[src/rtl/stopwatch_pkg.sv]
// Shared definitions for the BCD stopwatch: control states, BCD digit limits
// and the nibble positions of each digit inside the 16-bit display word.
package stopwatch_pkg;

   typedef enum logic [1:0] {
      IDLE  = 2'd0,
      RUN   = 2'd1,
      PAUSE = 2'd2,
      LAP   = 2'd3
   } sw_state_e;

   localparam logic [3:0] BCD_ONES_MAX = 4'd9;
   localparam logic [3:0] BCD_TENS_MAX = 4'd5;

   localparam int SEC_ONES_LSB = 0;
   localparam int SEC_TENS_LSB = 4;
   localparam int MIN_ONES_LSB = 8;
   localparam int MIN_TENS_LSB = 12;

endpackage

[src/rtl/stopwatch_bcd_digit_counter.sv]
// One BCD digit: counts 0..LIMIT on inc, rolls to 0 and raises carry at LIMIT.
// zero forces the digit to 0 and takes priority over inc.
module bcd_digit_counter
   import stopwatch_pkg::*;
#(
   parameter logic [3:0] LIMIT = BCD_ONES_MAX
) (
   input  logic       clock_in,
   input  logic       clear,
   input  logic       inc,
   input  logic       zero,
   output logic [3:0] q,
   output logic       carry
);

   logic [3:0] q_q;
   logic [3:0] q_d;

   // NOTE: q_d gets its hold value before any branch, so no path leaves it unassigned and no latch is inferred.
   always_comb begin
      q_d = q_q;
      if (zero) begin
         q_d = 4'd0;
      end else if (inc) begin
         q_d = (q_q == LIMIT) ? 4'd0 : q_q + 4'd1;
      end
   end

   // NOTE: state registers use non-blocking assignments so every flop samples its pre-edge inputs.
   always_ff @(posedge clock_in) begin
      if (clear) begin
         q_q <= 4'd0;
      end else begin
         q_q <= q_d;
      end
   end

   assign q     = q_q;
   assign carry = inc & (q_q == LIMIT);

endmodule

[src/rtl/stopwatch_bcd.sv]
// Minutes:seconds BCD stopwatch counting rising edges of the divider output,
// with run/pause, lap freeze and zero control from single-cycle button pulses.
module stopwatch_bcd
   import stopwatch_pkg::*;
#(
   parameter int MIN_MAX = 59
) (
   input  logic        clock_in,
   input  logic        clear,
   input  logic        tick_in,
   input  logic        start_stop,
   input  logic        lap,
   output logic [15:0] disp_bcd,
   output logic        running,
   output logic        lap_active,
   output logic        wrap
);

   localparam logic [3:0] MIN_TENS_MAX    = 4'(MIN_MAX / 10);
   localparam logic [3:0] MIN_ONES_AT_MAX = 4'(MIN_MAX % 10);

   sw_state_e   state_q, state_d;
   logic        tick_d;
   logic        tick_rise;
   logic        count_en;
   logic        at_max;
   logic        wrap_now;
   logic        zero_req;
   logic        zero_all;
   logic        snap_load;
   logic        wrap_q, wrap_d;
   logic [15:0] snap_q, snap_d;
   logic [15:0] count_bcd;

   logic [3:0]  sec_ones, sec_tens, min_ones, min_tens;
   logic        sec_ones_carry, sec_tens_carry, min_ones_carry, min_tens_carry;

   // The divider output is sampled as data; only a 0->1 transition advances time.
   assign tick_rise = tick_in & ~tick_d;
   assign count_en  = tick_rise & ((state_q == RUN) | (state_q == LAP));

   assign at_max   = (min_tens == MIN_TENS_MAX) && (min_ones == MIN_ONES_AT_MAX) &&
                     (sec_tens == BCD_TENS_MAX) && (sec_ones == BCD_ONES_MAX);
   assign wrap_now = count_en & at_max;

   // A tens-of-minutes overflow can only coincide with the wrap; folding it in keeps any rollover at 00:00.
   assign zero_all = zero_req | wrap_now | min_tens_carry;

   bcd_digit_counter #(.LIMIT(BCD_ONES_MAX)) u_sec_ones (
      .clock_in (clock_in),
      .clear    (clear),
      .inc      (count_en),
      .zero     (zero_all),
      .q        (sec_ones),
      .carry    (sec_ones_carry)
   );

   bcd_digit_counter #(.LIMIT(BCD_TENS_MAX)) u_sec_tens (
      .clock_in (clock_in),
      .clear    (clear),
      .inc      (sec_ones_carry),
      .zero     (zero_all),
      .q        (sec_tens),
      .carry    (sec_tens_carry)
   );

   bcd_digit_counter #(.LIMIT(BCD_ONES_MAX)) u_min_ones (
      .clock_in (clock_in),
      .clear    (clear),
      .inc      (sec_tens_carry),
      .zero     (zero_all),
      .q        (min_ones),
      .carry    (min_ones_carry)
   );

   bcd_digit_counter #(.LIMIT(MIN_TENS_MAX)) u_min_tens (
      .clock_in (clock_in),
      .clear    (clear),
      .inc      (min_ones_carry),
      .zero     (zero_all),
      .q        (min_tens),
      .carry    (min_tens_carry)
   );

   always_comb begin
      count_bcd = 16'd0;
      count_bcd[MIN_TENS_LSB +: 4] = min_tens;
      count_bcd[MIN_ONES_LSB +: 4] = min_ones;
      count_bcd[SEC_TENS_LSB +: 4] = sec_tens;
      count_bcd[SEC_ONES_LSB +: 4] = sec_ones;
   end

   // start_stop always outranks lap when both arrive in the same cycle.
   always_comb begin
      state_d   = state_q;
      snap_load = 1'b0;
      zero_req  = 1'b0;
      case (state_q)
         IDLE: begin
            if (start_stop) state_d = RUN;
         end
         RUN: begin
            if (start_stop) begin
               state_d = PAUSE;
            end else if (lap) begin
               state_d   = LAP;
               snap_load = 1'b1;
            end
         end
         LAP: begin
            if (start_stop) begin
               state_d = PAUSE;
            end else if (lap) begin
               state_d = RUN;
            end
         end
         PAUSE: begin
            if (start_stop) begin
               state_d = RUN;
            end else if (lap) begin
               state_d  = IDLE;
               zero_req = 1'b1;
            end
         end
         default: state_d = IDLE;
      endcase
   end

   // The snapshot captures the count as it stood before any coincident tick.
   assign snap_d = snap_load ? count_bcd : snap_q;
   assign wrap_d = wrap_now;

   always_ff @(posedge clock_in) begin
      if (clear) begin
         state_q <= IDLE;
         tick_d  <= 1'b0;
         snap_q  <= 16'd0;
         wrap_q  <= 1'b0;
      end else begin
         state_q <= state_d;
         tick_d  <= tick_in;
         snap_q  <= snap_d;
         wrap_q  <= wrap_d;
      end
   end

   assign disp_bcd   = (state_q == LAP) ? snap_q : count_bcd;
   assign running    = (state_q == RUN) | (state_q == LAP);
   assign lap_active = (state_q == LAP);
   assign wrap       = wrap_q;

endmodule

[config.mk]
export PLATFORM = sky130hd
export DESIGN_NAME = stopwatch_bcd
export DESIGN_NICKNAME = d
export VERILOG_FILES = /design/src/rtl/stopwatch_pkg.sv /design/src/rtl/stopwatch_bcd_digit_counter.sv /design/src/rtl/stopwatch_bcd.sv
export SDC_FILE = /design/constraint.sdc
export NUM_CORES = 1
export LEC_CHECK = 0
export BUFFER_PORTS_ARGS = -buffer_cell sky130_fd_sc_hd__buf_2
export CAP_MARGIN = 15
export CORE_ASPECT_RATIO = 1.1
export CORE_MARGIN = 2
export CORE_UTILIZATION = 42
export CTS_BUF_LIST = sky130_fd_sc_hd__clkbuf_16
export DETAILED_ROUTE_END_ITERATION = 10
export PLACE_DENSITY = 0.69
export SLEW_MARGIN = 20
export SYNTH_ARGS = -nofsm -noshare
export SYNTH_HDL_FRONTEND = slang
export SYNTH_SLANG_ARGS = --single-unit
[constraint.sdc]
create_clock -name clock_in -period 3.1 [get_ports clock_in]
set_input_delay 0.465 -clock clock_in [delete_from_list [all_inputs] [get_ports clock_in]]
set_output_delay 0.465 -clock clock_in [all_outputs]
set_load 0.05 [all_outputs]
# Word level (Yosys, flattened, before mapping)

Cells that the tools add are included.

Bits in registers: 36
RAM bits: 0
Word-level logic and storage cells: 57
Output and inout port bits: 19
Input port bits: 5
Memories kept: 0
Memory bits (read-only): 0
Bits in latches: 0

Muxes and demuxes: 17
Shifts and indexed selects: 0
Bitwise logic cells: 11
Order comparisons: 0
Equal/unequal tests: 11
Multiply operators: 0
Reductions and logical operators: 6
$add $sub $neg: 4
Divide/modulo/power cells: 0

Operators with widths:

| cell                | number |
|---|---|
| $add 4x1->4 const B | 4 |
| $mux 16             | 1 |
| $mux 4              | 4 |
| $mux 2              | 7 |
| $ne 3x3->1 const B  | 3 |
| $eq 4x3->1 const B  | 2 |
| $eq 4x4->1 const B  | 2 |
| $pmux 2 s4          | 1 |
| $and 1x1->1         | 7 |
| $eq 2x2->1 const B  | 2 |
| $mux 1              | 4 |
| $reduce_and 4->1    | 1 |
| $logic_and 1x1->1   | 3 |
| $or 1x1->1          | 3 |
| $eq 2x1->1 const B  | 1 |
| $logic_not 2->1     | 1 |
| $ne 2x2->1 const B  | 1 |
| $reduce_or 2->1     | 1 |
| $not 1->1           | 1 |

# Longest topological paths before layout

Gate-level depths: netlist of the first run.

Depth in word-level cells: 9
Mapped depth: 8
Depth with buffers taken out: 4

# By module

From an unflattened synthesis of the first run, not the netlist that was laid out.

Cells, all modules: 192
Area total of the unflattened synthesis: 1,796.7 um^2

Modules (own cells, without submodules):

| module                             | seq. area each (um^2) | times used | cells an instance | area each (um^2) |
|---|---|---|---|---|
| stopwatch_bcd                      | 400.4                 | 1          | 114               | 1,046.0 |
| bcd_digit_counter (u_min_ones ...) | 80.1                  | 2          | 20                | 188.9 |
| bcd_digit_counter (u_min_tens ...) | 80.1                  | 2          | 19                | 186.4 |

# Least setup slack after synthesis of the first run

No wires, ideal clock.

Path kind: register to output
From: register state_q[0]
To: output disp_bcd[15]
Arrival time: 2.477 ns
Buffers on the path: 2
Cell stages (with the launch flop): 6
Setup slack: 0.158 ns
Required time: 2.635 ns
Cells stage by stage: dfxtp_1 buf_2 nand2_1 buf_1 inv_1 o21ai_0

Word-level cells in the longest chain between the ends: 2

RTL lines:

| item                     | RTL line             | RTL |
|---|---|---|
| start: declaration       | stopwatch_bcd.sv:22  | `sw_state_e state_q, state_d;` |
| start signal: assignment | stopwatch_bcd.sv:140 | `state_q <= state_d;` |
| $eq 2x2->1               | -                    |  |
| via lap_active           | stopwatch_bcd.sv:15  | `output logic lap_active,` |
| $mux 16                  | stopwatch_bcd.sv:147 | `assign disp_bcd = (state_q == LAP) ? snap_q : count_bcd;` |
| end: declaration         | stopwatch_bcd.sv:13  | `output logic [15:0] disp_bcd,` |

The timed path passes the listed nets, and every way through them passes these cells.

# Worst setup path in the final report of the first run

From: register state_q[0]
To: output disp_bcd[3]

Word-level cells in the longest chain between the ends: 2

RTL lines:

| item       | RTL line |
|---|---|
| $eq 2x2->1 | stopwatch_bcd.sv:147 |
| $mux 16    | stopwatch_bcd.sv:147 |

Every way passes these cells.

==> results of run 1 <==
-- cell usage after synthesis (2+ instances only) --
cell type  count
nand2_1       43
o21ai_0        6
mux2i_1        4
dfxtp_1       36
nor3_1         3
nand3_1        4
nor3b_1        3
inv_1          5
a21oi_1       21
xor2_1         3
mux2_2        13
nor4_1         4
xnor2_1        5
clkbuf_1       9
buf_2          2
buf_6          4
nor2_1        18
nor2b_1        5
nand4b_1       2
nand3b_1       4
-- worst register-to-register path: cells and delay by family (launching register included) --
family,cells,cell delay (ns)
flip-flops,1,0.48
multiplexers,1,0.31
AND/OR/NAND/NOR,3,1.20
-- per-layer routing --
layer | global-route usage, % | vias up
met3 | 4.784 | 8
li1 | - | 762
met1 | 21.12 | 713
met4 | 6.803 | 0
met2 | 30.78 | 25
met5 | 0 | -
-- logic make-up after synthesis --
family,count (synthesis),synth area share (%)
flops,36,40.03
xor+xnor,8,3.892
buf+inv,21,6.184
compound gates,33,10.77
simple gates,99,28.14
mux,18,10.98
-- area by class of cell --
class | instances | share of cell area (%)
clock buffer | 5 | 6.120
clock inverter | 3 | 0.5508
inverter | 5 | 0.9180
multi-input combinational | 158 | 47.61
sequential | 36 | 35.25
tap | 52 | 3.182
timing repair buffer | 25 | 6.365
-- report_power, final --
part | internal, mW | leakage (nW) | total [mW] | switching, mW
sequential | 0.467 | 0.291 | 0.474 | 0.00647
clock | 0.289 | 0.0738 | 0.465 | 0.176
combinational | 0.0153 | 0.411 | 0.0506 | 0.0353
-- sequential cells by signal, indices dropped and copies added (netlist names) --
register	count
state_q	2
tick_d	1
wrap	1
u_sec_tens.q	4
snap_q	16
u_min_tens.q	4
u_min_ones.q	4
u_sec_ones.q	4
-- path summary, 6_finish.rpt --
| kind | startpoint | to | slack, ns |
|---|---|---|---|
| setup / recovery | state_q[0] | disp_bcd[3] | 0.78 |
| hold / removal | tick_in | tick_d | 0.45 |
| setup reg to reg | state_q[0] | u_min_tens.q[3] | 0.99 |
| hold reg to reg | snap_q[14] | snap_q[14] | 0.45 |
-- placed cells by master (no fill, tap or decap), types with 2 or more instances in the layout --
master and instances:
buf_4 2, buf_2 23, nand4b_1 2, nor3b_1 2
xor2_1 3, nand3b_1 4, nor2b_1 5, nor4_1 4
inv_1 7, a21oi_1 21, xnor2_1 5, dfxtp_1 36
nor3b_2 2, nor3_1 3, mux2i_1 4, nand3_1 4
mux2_2 13, nand2_1 43, o21ai_0 6, nor2_1 18
clkbuf_16 5
-- metrics by stage --
stage	area [µm²]	setup WS, ns	std cells
6_report	2044	0.7763	284
5_1_grt	2044	0.6087	284
4_1_cts	2044	0.7952	284
3_5_place_dp	1908	0.9804	276
3_3_place_gp	1908	1.010	276
2_1_floorplan	1800	0.1582	215
==> impl_metrics.json, run 1 <==
{
  "dr_wl_met3_um": 155,
  "total_power_mw": 0.9891,
  "powerDensity_nw_per_um2": 483.8,
  "cts_tree": "built",
  "rsz0062_at_grt": "false",
  "cp_max_fo": 9,
  "synth_edf_count": 0,
  "cp.depth": 4,
  "cp-end-kind": "output port",
  "arrival_ns": 1.86,
  "finalSetupTns_ns": 0,
  "rows": 24,
  "tritoncts.num_buffers": 5,
  "path_cells": "nand2_1 -> buf_4 -> mux2_2 -> buf_2",
  "fin_crit_sh_pct": 74.96,
  "power.leakage_nw": 0.7757,
  "drt-met1-wl_mm": 1.788,
  "regArea_um2": 720.7,
  "cp.buffers_inverters": 2,
  "ant_nets": 0,
  "finish.utilization_pct": 50.43,
  "cts-hold-fix-buffers": 0,
  "ctsResizeCount": 0,
  "async_reset_ff_share_pct": 0,
  "status": "finished, final reports clean",
  "numClockSinks": 36,
  "drt_iter0_drc": 65,
  "avgViaCountPerCell": 5.310,
  "grt_usage_pct": 17.89,
  "cp-start-kind": "register",
  "fp.dieH_um": 72.67,
  "gp_congestion": 0.8403,
  "highest_layer": "met4",
  "fmax_mhz": 430.3,
  "die_area_um2": 4827,
  "start_util_pct": 44.41,
  "slew_violations": 0,
  "n_fill_cell": 403,
  "hold_viol": 0,
  "wl_met2_mm": 1.938,
  "relSlewSlack_pct": 51.34,
  "cts-htree-levels": 2,
  "cpLargestDelayFamily": "buffers and inverters",
  "synth_cell_types": 41,
  "finClkSkew_ns": 0.004994,
  "hold_ws_ns": 0.4483,
  "ys.flop_type": "dfxtp_1",
  "syn-num-nets": 220,
  "dr.pass1.iters": 4,
  "clk_latency_ns": 0.28,
  "drc_errors": 0,
  "cap_violations": 0,
  "syn_inst": 215,
  "setup_viol": 0,
  "synth_area_um2": 1800,
  "synth_top_cell_by_area": "dfxtp_1",
  "drive_gt1_share_pct": 21.98,
  "postSynthAreaPerCell_um2": 8.374,
  "cp_slowest_cell": "dfxtp_1",
  "antenna_found_initial": 0,
  "hpwl_mm": 2.646,
  "vdd_ir_drop_max_mv": 0.2807,
  "diodes": 0,
  "ios": 24,
  "cpPeakStageDelay_ns": 0.48,
  "multi_input_area_um2": 973.4,
  "rr_worst_depth": 4,
  "grt_pass1_wl_mm": 6.582,
  "hold_path.class": "input port to register",
  "clock_path_buffers": 2,
  "worstPathRequired_ns": 2.63,
  "whs_path_depth": 2,
  "yosysSeqAreaShare_pct": 40.03,
  "gr-total-overflow": 0,
  "path_class": "register to output port",
  "vias": 1508,
  "period_minus_slack_ns": 2.324,
  "ys_ff_latch": 36,
  "synth_top_area_share_pct": 40.03,
  "core-area_um2": 4054,
  "worst_pin_slew_ns": 0.7278,
  "ys_top_cells_by_area": "dfxtp_1 (40%), nand2_1 (9.0%), mux2_2 (8.1%)",
  "portBuffers": 23,
  "wl_per_cell_um": 13.92,
  "yosysWarningCount": 0,
  "cts-root-buf": "clkbuf_16",
  "postRouteWirelength_mm": 3.954,
  "die_w_um": 66.43,
  "clkTransAtPathRegs_ns": 0.05,
  "grt_max_degree": 22,
  "grt_pass1_vias": 1461,
  "final_nets": 236,
  "post_cts_buffers": 0,
  "syn2layout_area_growth_pct": 13.55
}
No activity file was read; power rests on OpenSTA's default activity.
==> inputs of run 2 (changes only) <==
--- a/config.mk
+++ b/config.mk
@@ -5,6 +5,7 @@
 export SDC_FILE = /design/constraint.sdc
 export NUM_CORES = 1
 export LEC_CHECK = 0
+export ABC_AREA = 1
 export BUFFER_PORTS_ARGS = -buffer_cell sky130_fd_sc_hd__buf_2
 export CAP_MARGIN = 15
 export CORE_ASPECT_RATIO = 1.1
==> constraint.sdc (replaced) <==
create_clock -name clock_in -period 2.2 [get_ports clock_in]
set_input_delay 0.33 -clock clock_in [delete_from_list [all_inputs] [get_ports clock_in]]
set_output_delay 0.33 -clock clock_in [all_outputs]
set_load 0.05 [all_outputs]
==> run 2 against run 1 <==
Sequential power up 44%. Cell area up 1.5%. Critical path depth up 2. Die area down 0.78%. Hold slack worse by 0.18 ns. Area after synthesis down 0.83%. First-iteration DRC count up 43%. Combinational power up 65%. Synthesized cell count up 16%. Wire length down 8.1%. Critical path type unchanged. Critical endpoint is now disp_bcd[14]. Largest power group unchanged.
==> impl_metrics.json, run 2 <==
{
  "synth_top_family_by_area": "simple AND/OR/NAND/NOR gates",
  "worstPathRequired_ns": 1.87,
  "fp.dieH_um": 72.39,
  "cpLargestDelayFamily": "buffers and inverters",
  "final_common_cell": "nand2_1",
  "placed_cells": 318,
  "portBuffers": 23,
  "busiest_layer": "met2",
  "synth-xor-area-share_pct": 0.9811,
  "finClkSkew_ns": 0.003697,
  "status": "finished, final reports clean",
  "grt_max_degree": 33,
  "largest-register": "snap_q",
  "ys.flop_type": "dfxtp_1",
  "synth_commonest_cells": "nand2_1 (57), o21ai_0 (37), dfxtp_1 (36)",
  "hold_ws_ns": 0.2645,
  "cap_violations": 0,
  "setup_viol": 0,
  "syn-num-nets": 254,
  "wl_per_cell_um": 11.15,
  "grtUsageMet1_pct": 21.20,
  "layout_common_cells": "nand2_1 (57), o21ai_0 (37), dfxtp_1 (36)",
  "gp_congestion": 0.7835,
  "ctsResizeCount": 0,
  "async_reset_ff_share_pct": 0,
  "cp-end-kind": "output port",
  "rows": 24,
  "use_met2_pct": 26.56,
  "gr-total-overflow": 0,
  "synth_top_cell_by_area": "dfxtp_1",
  "vias": 1615,
  "hpwl_mm": 2.575,
  "powerDensity_nw_per_um2": 684.8,
  "worst_pin_slew_ns": 0.5175,
  "cts-root-buf": "clkbuf_16",
  "muxShareOfSynthArea_pct": 0,
  "ios": 24,
  "synth_cell_types": 25,
  "cts_tree": "built",
  "hold_viol": 0,
  "r2r-end": "u_min_tens.q[1]",
  "cts-htree-levels": 2,
  "hold_path.class": "input port to register",
  "clk_latency_ns": 0.28,
  "tritoncts.num_buffers": 5,
  "cpPeakStageDelay_ns": 0.45,
  "synth_compound_area_share_pct": 19.83,
  "reg2reg_from": "state_q[0]",
  "die_w_um": 66.17,
  "arrival_ns": 1.53,
  "yosysSeqAreaShare_pct": 40.36,
  "synth_adder_area_share_pct": 0,
  "synth_edf_count": 0,
  "synth-simple-area-share_pct": 29.78,
  "drt_iter0_drc": 93,
  "synth_area_um2": 1785,
  "cp_slowest_cell": "dfxtp_1",
  "numClockSinks": 36,
  "avgViaCountPerCell": 4.954,
  "use_met3_pct": 5.271,
  "postRouteWirelength_mm": 3.635,
  "die_area_um2": 4789,
  "path_cells": "nand2_1 -> inv_1 -> buf_4 -> nand2_1 -> o21ai_0 -> buf_2",
  "relSlewSlack_pct": 65.46,
  "cts-hold-fix-buffers": 0,
  "vdd_ir_drop_max_mv": 0.3594,
  "start_util_pct": 44.37,
  "final_nets": 278,
  "rr_worst_depth": 5,
  "ys_top_cells_by_area": "dfxtp_1 (40%), nand2_1 (12%), o21ai_0 (10%)",
  "synth_top_area_share_pct": 40.36,
  "hp-start": "clear",
  "antenna_found_initial": 0,
  "post_cts_buffers": 0,
  "fin_crit_sh_pct": 84.58,
  "core-area_um2": 4024,
  "grt_pass1_wl_mm": 6.230,
  "power.leakage_nw": 0.8624,
  "finalSetupTns_ns": 0,
  "reg2reg_setup_slack_ns": 0.67,
  "drc_errors": 0,
  "cp.buffers_inverters": 3,
  "yosysWarningCount": 0,
  "grt_usage_pct": 16.83,
  "synth.most_common_cell": "nand2_1",
  "instances_no_fill": 326,
  "fmax_mhz": 537.4,
  "cp.depth": 6,
  "period_minus_slack_ns": 1.861,
  "clock_path_buffers": 2,
  "cp-start-kind": "register",
  "path_class": "register to output port",
  "clkTransAtPathRegs_ns": 0.05,
  "rsz0062_at_grt": "false",
  "dr.pass1.iters": 4,
  "path_common_cell": "nand2_1",
  "syn_inst": 249,
  "largest_reg_flops": 16,
  "slew_violations": 0,
  "syn2layout_area_growth_pct": 16.26,
  "grt_pass1_vias": 1390,
  "whs_path_depth": 2,
  "ant_nets": 0,
  "cp_max_fo": 14,
  "ys_ff_latch": 36,
  "drive_gt1_share_pct": 22.26,
  "holdPathEnd": "tick_d",
  "diodes": 0,
  "postSynthAreaPerCell_um2": 7.171
}
[run 2: cell count changes after synthesis, sizes merged, moves of 5 or more]
cell	before	now
clkbuf	9	4
a21oi	21	27
nor2	19	26
mux2	14	0
inv	5	30
o21ai	6	37
nand2	43	60
nand3	4	15
xnor2	5	0
nor2b	5	0
[run 2: power breakdown]
part           internal, mW  switching (mW)  leakage (nW)
clock                 0.407           0.250        0.0738
sequential            0.670          0.0114         0.292
combinational        0.0230          0.0607         0.497
total                  1.10           0.322         0.862
[run 2: cell type report]
type / instances / area, µm²
clock buffers: 5 / 125.1
clock inverters: 3 / 11.26
fillers: 410 / 1948
inverters: 30 / 112.6
multi-input cells: 174 / 903.4
flip-flops and latches: 36 / 720.7
well taps: 52 / 65.06
repair buffers: 26 / 137.6
[run 2: stage by stage]
stage	utilization, %	power (mW)	setup slack, ns	instance area, µm²
after floorplan	-	0.7586	-0.2119	1785
after global placement	48.20	0.7772	0.6394	1939
after detailed placement	48.20	0.7786	0.6322	1939
after CTS	51.59	1.440	0.3103	2076
after global routing	51.59	1.479	0.1660	2076
final	51.59	1.421	0.3392	2076
[run 2: worst max path at each step]
stage                           from      endpoint  slack [ns]
after floorplan           state_q[0]  disp_bcd[10]       -0.21
after global routing      state_q[0]  disp_bcd[10]        0.17
after global placement    state_q[0]   disp_bcd[7]        0.64
final                     state_q[0]  disp_bcd[14]        0.34
after detailed placement  state_q[0]   disp_bcd[5]        0.63
after CTS                 state_q[0]  disp_bcd[14]        0.31
[run 2: cells by family (layout without fill, tap and decap cells)]
group	after synthesis	count (layout)
XOR/XNOR	2	2
AND/OR/NAND/NOR	106	106
buffers and inverters	39	64
flip-flops	36	36
AO/OA/AOI/OAI	66	66
[run 2: worst register-to-register path: stages, from the launching register on]
cell	delay [ns]
dfxtp_1	0.45
nand3b_2	0.19
nor2_4	0.19
nand4_2	0.13
nand2_2	0.35
a21oi_1	0.08
[run 2: metal layers]
metal,vias to the layer above,routed length [µm]
met4,0,52
met1,725,1638
met2,27,1788
met3,5,156
li1,858,-
met5,-,0
